==> config.mk <==
export PLATFORM = sky130hd
export DESIGN_NAME = apb_slave_mem
export DESIGN_NICKNAME = d
export VERILOG_FILES = /design/src/rtl/apb_arch_pkg.sv /design/src/rtl/apb_wstrb_ram.sv /design/src/rtl/apb_slave_mem.sv
export SDC_FILE = /design/constraint.sdc
export NUM_CORES = 2
export LEC_CHECK = 0
export ABC_AREA = 1
export CORE_MARGIN = 1
export CORE_UTILIZATION = 30
export DETAILED_ROUTE_END_ITERATION = 6
export PLACE_DENSITY_LB_ADDON = 0.15
export SYNTH_ARGS = -nofsm -noshare
export SYNTH_HDL_FRONTEND = slang
export SYNTH_HIERARCHICAL = 1
export SYNTH_SLANG_ARGS = --single-unit
==> constraint.sdc <==
create_clock -name clk -period 62.4 [get_ports clk]
set_clock_uncertainty 0.2 [all_clocks]
set_input_delay 9.36 -clock clk [delete_from_list [all_inputs] [get_ports clk]]
set_output_delay 9.36 -clock clk [all_outputs]
set_load 0.02 [all_outputs]
==> src/rtl/apb_arch_pkg.sv <==
// Shared APB definitions: slave state encoding, default bus widths and the
// byte-lane count helper.
package apb_arch_pkg;

    typedef enum logic {
        S_IDLE,
        S_ACCESS
    } apb_slv_state_t;

    localparam int unsigned APB_ADDR_W = 8;
    localparam int unsigned APB_DATA_W = 32;

    function automatic int unsigned strb_w(input int unsigned dw);
        return dw / 8;
    endfunction

    localparam int unsigned STRB_W = strb_w(APB_DATA_W);

endpackage

==> src/rtl/apb_wstrb_ram.sv <==
// DEPTH x DATA_WIDTH storage with per-byte write enables, asynchronous read
// and asynchronous clear.
module apb_wstrb_ram #(
    parameter int unsigned DATA_WIDTH = 32,
    parameter int unsigned DEPTH      = 64,
    parameter int unsigned IDX_W      = 6
) (
    input  logic                    clk,
    input  logic                    rst,
    input  logic                    i_we,
    input  logic [DATA_WIDTH/8-1:0] i_strb,
    input  logic [IDX_W-1:0]        i_idx,
    input  logic [DATA_WIDTH-1:0]   i_wdata,
    output logic [DATA_WIDTH-1:0]   o_rdata
);

    logic [DATA_WIDTH-1:0] r_mem [DEPTH];
    logic                  w_in_range;

    assign w_in_range = 32'(i_idx) < DEPTH;

    always_ff @(posedge clk or posedge rst) begin
        if (rst) begin
            for (int unsigned i = 0; i < DEPTH; i++) begin
                r_mem[i] <= '0;
            end
        end else if (i_we && w_in_range) begin
            for (int unsigned l = 0; l < DATA_WIDTH / 8; l++) begin
                if (i_strb[l]) begin
                    r_mem[i_idx][8*l +: 8] <= i_wdata[8*l +: 8];
                end
            end
        end
    end

    assign o_rdata = w_in_range ? r_mem[i_idx] : '0;

endmodule

==> src/rtl/apb_slave_mem.sv <==
// APB completer backed by a byte-strobed word array, with a fixed number of
// wait states inserted before ready in every access phase.
module apb_slave_mem
    import apb_arch_pkg::*;
#(
    parameter int unsigned ADDR_WIDTH  = APB_ADDR_W,
    parameter int unsigned DATA_WIDTH  = APB_DATA_W,
    parameter int unsigned DEPTH       = 64,
    parameter int unsigned WAIT_STATES = 2
) (
    input  logic                    clk,
    input  logic                    rst,
    input  logic                    sel,
    input  logic                    enable,
    input  logic                    write,
    input  logic [DATA_WIDTH/8-1:0] strobe,
    input  logic [ADDR_WIDTH-1:0]   addr,
    input  logic [DATA_WIDTH-1:0]   wdata,
    output logic [DATA_WIDTH-1:0]   rdata,
    output logic                    ready,
    output logic                    slverr
);

    localparam int unsigned LANES = strb_w(DATA_WIDTH);
    localparam int unsigned OFF_W = $clog2(LANES);
    localparam int unsigned CNT_W = (WAIT_STATES == 0) ? 1 : $clog2(WAIT_STATES + 1);
    localparam int unsigned IDX_W = (DEPTH <= 1) ? 1 : $clog2(DEPTH);

    apb_slv_state_t          r_state;
    logic [CNT_W-1:0]        r_cnt;
    logic [ADDR_WIDTH-1:0]   r_addr;
    logic                    r_write;
    logic [DATA_WIDTH-1:0]   r_wdata;
    logic [LANES-1:0]        r_strb;

    logic [ADDR_WIDTH-1:0]   w_idx;
    logic                    w_misalign;
    logic                    w_oob;
    logic                    w_err;
    logic                    w_ready;
    logic                    w_we;
    logic [DATA_WIDTH-1:0]   w_rd;

    // Out-of-range indices alias into the array once truncated, so the error
    // flag must gate both the write enable and the read data.
    assign w_idx      = r_addr >> OFF_W;
    assign w_misalign = (r_addr & ADDR_WIDTH'(LANES - 1)) != '0;
    assign w_oob      = 32'(w_idx) >= DEPTH;
    assign w_err      = w_misalign | w_oob;
    assign w_ready    = (r_state == S_ACCESS) && (r_cnt == '0);
    assign w_we       = w_ready & sel & enable & r_write & ~w_err;

    always_ff @(posedge clk or posedge rst) begin
        if (rst) begin
            r_state <= S_IDLE;
            r_cnt   <= '0;
            r_addr  <= '0;
            r_write <= 1'b0;
            r_wdata <= '0;
            r_strb  <= '0;
        end else begin
            case (r_state)
                S_IDLE: begin
                    if (sel && !enable) begin
                        r_state <= S_ACCESS;
                        r_cnt   <= CNT_W'(WAIT_STATES);
                        r_addr  <= addr;
                        r_write <= write;
                        r_wdata <= wdata;
                        r_strb  <= strobe;
                    end
                end
                S_ACCESS: begin
                    if (!sel) begin
                        r_state <= S_IDLE;
                        r_cnt   <= '0;
                    end else if (r_cnt != '0) begin
                        r_cnt <= r_cnt - 1'b1;
                    end else if (enable) begin
                        r_state <= S_IDLE;
                    end
                end
                default: r_state <= S_IDLE;
            endcase
        end
    end

    apb_wstrb_ram #(
        .DATA_WIDTH (DATA_WIDTH),
        .DEPTH      (DEPTH),
        .IDX_W      (IDX_W)
    ) u_ram (
        .clk     (clk),
        .rst     (rst),
        .i_we    (w_we),
        .i_strb  (r_strb),
        .i_idx   (IDX_W'(w_idx)),
        .i_wdata (r_wdata),
        .o_rdata (w_rd)
    );

    assign ready  = w_ready;
    assign slverr = w_ready & w_err;
    assign rdata  = (w_ready & ~r_write & ~w_err) ? w_rd : '0;

endmodule
# Yosys cells after proc, flatten, opt, wreduce, memory -nomap -nowiden
# Index checks and enable logic that the tools add are counted.
dict set report word_totals {
  out_inout_bits 34
  reg_bits 2096
  in_bits 49
  wordCells 129
}
dict set report op_classes {
  n_addsub 1
  n_eq_ne 2
  n_mux 32
  magnitude_cmp 3
  bitwise 12
  n_reduce_logical 9
}
# op count
set op_table {}
lappend op_table {{2-to-1 mux 2048 bit} 7}
lappend op_table {{bitwise mux 2048 bit} 4}
lappend op_table {{demux 32 bit (select 6 bit)} 4}
lappend op_table {{binary-select mux 32 bit (select 6 bit)} 1}
lappend op_table {{2-to-1 mux 32 bit} 4}
lappend op_table {{2-to-1 mux 24 bit} 1}
lappend op_table {{2-to-1 mux 16 bit} 1}
lappend op_table {{2-to-1 mux 8 bit} 1}
lappend op_table {{nonzero test 8 bit} 1}
lappend op_table {{bitwise AND 1 bit} 7}
lappend op_table {{greater-or-equal comparator 6 x 7 -> 1 bit, second input constant} 1}
lappend op_table {{greater-or-equal comparator 7 bit, second input constant} 1}
lappend op_table {{< comparator 7 x 1 -> 1 bit, second input constant} 1}
lappend op_table {{inverter 6 -> 7 bit} 1}
lappend op_table {{2-to-1 mux 2 bit} 3}
lappend op_table {{2-to-1 mux 1 bit} 4}
lappend op_table {{case mux 2 bit (2 select lines)} 1}
lappend op_table {{AND reduction 2 bit} 2}
lappend op_table {{logical AND 1 bit} 3}
lappend op_table {{inequality test 3 x 2 -> 1 bit, second input constant} 1}
lappend op_table {{inverter 1 bit} 3}
lappend op_table {{zero test 2 bit} 1}
lappend op_table {{inequality test 2 bit, second input constant} 1}
lappend op_table {{case mux 1 bit (2 select lines)} 1}
lappend op_table {{4 further kinds} 4}

# Logic depth before layout (Yosys ltp)
dict set report logic_depth {
  word_depth 16
  ltp_mapped 14
  mapped_depth_nobuf 10
}

# By module
# Netlist, hierarchy kept.
# mod seq_area_each_um2 cells_each n_inst area_each_um2
set modules_own_cells {}
lappend modules_own_cells {apb_wstrb_ram 51249.2 13301 1 98276.8}
lappend modules_own_cells {apb_slave_mem 1201.2 295 1 2285.9}

# Worst setup path before layout
# OpenSTA, ideal clock, no wires.
dict set report synth_path {
  path_kind {register to output}
  startpoint {register r_addr[3]}
  endpoint {output rdata[0]}
  slack_ns 50.913
  stages_incl_launch_ff 12
  required_time_ns 52.840
  arrival_time_ns 1.927
  path_buffers 2
  cell_sequence {dfrtp_1 -> nor2_1 -> clkbuf_1 -> clkbuf_1 -> nand3_1 -> nand2_1 -> o21ai_0 -> nand2_1 -> nor2_1 -> nand2_1 -> inv_1 -> nor2_1}
}
dict set report synth_via {
  elab_chain_cells 5
  elab_cells_between_ends 9
  cone_classes {1 x order compare; 4 x mux; 4 x bitwise}
}
# element line_no
set synth_rtl {}
lappend synth_rtl {{start: declaration} apb_slave_mem.sv:31} ;# logic [ADDR_WIDTH-1:0] r_addr;
lappend synth_rtl {{start signal: assignment} apb_slave_mem.sv:67} ;# r_addr <= addr;
lappend synth_rtl {{inverter 6 -> 7 bit (implied by the code)} apb_wstrb_ram.sv:36} ;# assign o_rdata = w_in_range ? r_mem[i_idx] : '0;
lappend synth_rtl {{binary-select mux 32 bit (select 6 bit)} apb_wstrb_ram.sv:36}
lappend synth_rtl {{2-to-1 mux 32 bit (implied by the code) (2 in series)} apb_wstrb_ram.sv:36}
lappend synth_rtl {{named net w_rd[0]} apb_slave_mem.sv:42} ;# logic [DATA_WIDTH-1:0] w_rd;
lappend synth_rtl {{2-to-1 mux 32 bit} apb_slave_mem.sv:104} ;# assign rdata = (w_ready & ~r_write & ~w_err) ? w_rd : '0;
lappend synth_rtl {{end: declaration} apb_slave_mem.sv:19} ;# output logic [DATA_WIDTH-1:0] rdata,
# The timed path passes the listed nets, and every way through them passes these cells. The select of a mux whose other input is x is not followed.

# Worst setup path in the final report
dict set report layout_path {
  startpoint {register r_addr[2]}
  endpoint {output rdata[8]}
}
# The elaborated chain is that of the path after synthesis.

==> impl_metrics.toml <==
[route]
drt_iter0_markers = 7686
wire_per_inst_um = 19.9
first_pass_iters = 6
via_per_inst = 4.66
finalWirelength_um = 355000
drc_errors = 0
final_antenna_net_count = 0
vias = 83006

[clocking]
cts_tree = "yes"
htreeDepth = 4
clock_path_buffers = 4
clk_latency_ns = 0.91
cts_root_buffer = "clkbuf_16"
hold_buffers = 0
cts_num_sinks = 2096
path_clk_slew_ns = 0.06
ctsResizeCount = 0
cts_buffers = 243
post_cts_buffers = 0

[yosys]
syn-num-nets = 13646
synth_seq_cells = 2096
synth.distinct_cells = 24
ys_seq_area_frac = 0.522
ys_warn_count = 6
syn_area_per_cell_um2 = 7.40
syn_area_um2 = 101000
synthCells = 13596

[sta]
setup_violations = 0
hold_violations = 0
max_freq_ghz = 0.0625
relSlewSlack = 0.157
period_needed_ns = 16.01
slew_viol_final = 0
tightest_slew_ns = 1.26
period_share = 0.257
rsz0062_at_grt = "false"
finalSetupTns_ns = 0

[worst_setup_path]
path_class = "reg2out"
endpoint_kind = "primary output"
reg2reg_depth = 12
r2r_start = "r_addr[4]"
crit_fanout = 160
crit_path_end = "rdata[8]"
worstSetupStartpointType = "register"
worstSetupStartpoint = "r_addr[2]"
r2r_end = "u_ram/r_mem[580]"
cp.arrival_ns = 6.45
worstPathRequired_ns = 52.84
reg2reg_slack_ns = 56.24

[flow_run]
maxCapViolations = 0

[placed_design]
post_dp_cell_area_um2 = 105000
post-place-cells = 17382
routabilityCongestion = 0.807
port_buffers = 82
hpwl_um = 219000

[global_routing]
grt_use_total = 0.208
antenna_found_initial = 18
grt_max_degree = 161
overflow = 0
grt_pass1_wl_um = 536000
first_global_vias = 78897

[status]
status = "finished clean"

[floorplan]
start_util = 0.302
coreArea_um2 = 333000
ioPinCount = 83
rows = 212
fp.dieH_um = 581
die_area_um2 = 338000
die_w_um = 581

[final_layout]
layout.nets = 13290
area.growth.synth_to_final_pct = 12.3
fillers = 35709
drive_above_1_share = 0.0555
final_area_um2 = 113000
layout.cells.non_filler = 17825

[worst_hold_path]
hold-path-cell-count = 2
min_path_type = "reg2reg"

[power_and_ir_drop]
power.density_nw_per_um2 = 31.0
p_leak_nw = 53.5
ir_worst_vdd_v = 0.0000260
==> worst max-delay path: stages, from the launching register on <==
cell and delay, ns:
dfrtp_4 0.66, inv_8 0.47, buf_12 0.54, buf_12 0.69, buf_4 0.68, nand2_1 0.12, nand3_1 0.11, nand2_1 0.08
o21ai_0 0.63, nand2_1 0.15, nor2_1 0.12, nand2_1 0.22, inv_1 0.15, nor2_2 0.06, clkdlybuf4s50_1 0.56
==> metrics by stage <==
stage	hold slack [ns]	power, W	utilization	setup WS [ns]
CTS	0.274	0.00355	0.339	46.07
floorplan	0.237	0.00179	-	24.40
global placement	0.258	0.00208	0.315	46.61
global route	0.283	0.00364	0.339	45.94
detailed placement	0.259	0.00208	0.315	46.64
finish	0.269	0.00350	0.339	46.39
==> registers in the layout, indices dropped and copies added, names as in the netlist <==
signal and cells:
r_state 1, u_ram/r_mem 2048, r_addr 8, r_write 1, r_cnt 2, r_strb 4
r_wdata 32
==> worst min-delay path by stage <==
stage	startpoint	to	slack (ns)
3_3_place_gp	u_ram/r_mem[935]	u_ram/r_mem[935]	0.26
3_5_place_dp	r_strb[1]	r_strb[1]	0.26
6_report	r_strb[2]	r_strb[2]	0.27
2_1_floorplan	r_addr[2]	r_addr[2]	0.24
5_1_grt	r_strb[2]	r_strb[2]	0.28
4_1_cts	r_strb[1]	r_strb[1]	0.27
==> power breakdown <==
| group | internal (W) | leakage, nW | total (W) | switching (W) |
|---|---|---|---|---|
| sequential | 0.00137 | 29.2 | 0.00138 | 0.0000126 |
| clock | 0.000848 | 3.94 | 0.00145 | 0.000605 |
| combinational | 0.000136 | 20.3 | 0.000661 | 0.000525 |
| total | 0.00235 | 53.5 | 0.00350 | 0.00114 |
==> cells in the final DEF, fill, tap and decap left out, types with 8 or more instances in the layout <==
cell type / synthesis / layout
nand2_1: 4978 / 4978
o21ai_0: 2303 / 2303
dfrtp_1: 2096 / 2095
inv_1: 1909 / 1904
nand3_1: 1010 / 1010
clkbuf_16: 0 / 244
nor2_1: 226 / 202
buf_4: 3 / 163
or2_2: 125 / 125
clkdlybuf4s50_1: 0 / 82
clkbuf_1: 610 / 76
clkbuf_8: 0 / 61
clkinv_2: 0 / 38
inv_2: 7 / 32
nor2_2: 11 / 32
o211ai_1: 32 / 32
bufinv_16: 0 / 14
buf_12: 0 / 8
==> layout make-up <==
cell class | instances | area, µm² | area share
inverter | 1949 | 7350 | 0.0651
sequential | 2096 | 52500 | 0.464
multi-input combinational | 8697 | 37400 | 0.331
tap | 4387 | 5490 | 0.0486
timing repair buffer | 253 | 2200 | 0.0195
clock buffer | 381 | 7230 | 0.0640
antenna | 6 | 15.0 | 0.000133
clock inverter | 56 | 790 | 0.00699
==> synthesized netlist by cell type, drive strengths merged <==
cell type,count,area (µm²)
nand4,1,6.26
dfrtp,2096,52500
nor3,4,58.8
nand3,1010,5050
clkinv,32,120
inv,1917,7200
nor2,237,917
buf,244,1180
clkbuf,610,2290
o21ai,2304,11500
o211ai,32,240
nand2,4983,18700
or2,125,782
ha,1,12.5
==> cell families (layout without fill, tap and decap cells) <==
logic type      count (synthesis)  in the layout  synth area share
fa+ha+maj                       1              1          0.000124
other cells                     0              6                 0
simple gates                 6360           6360             0.254
buf+inv                      2803           2639             0.107
compound gates               2336           2336             0.117
flops                        2096           2096             0.522
==> layer usage <==
metal  up-vias  track usage  wire (µm)
met3       446       0.0257      14900
met4         4       0.0696      12400
met2      1554        0.337     163000
met5         -            0         21
li1      41100            -          -
met1     39902        0.288     166000
No activity file was read; power rests on OpenSTA's default activity.
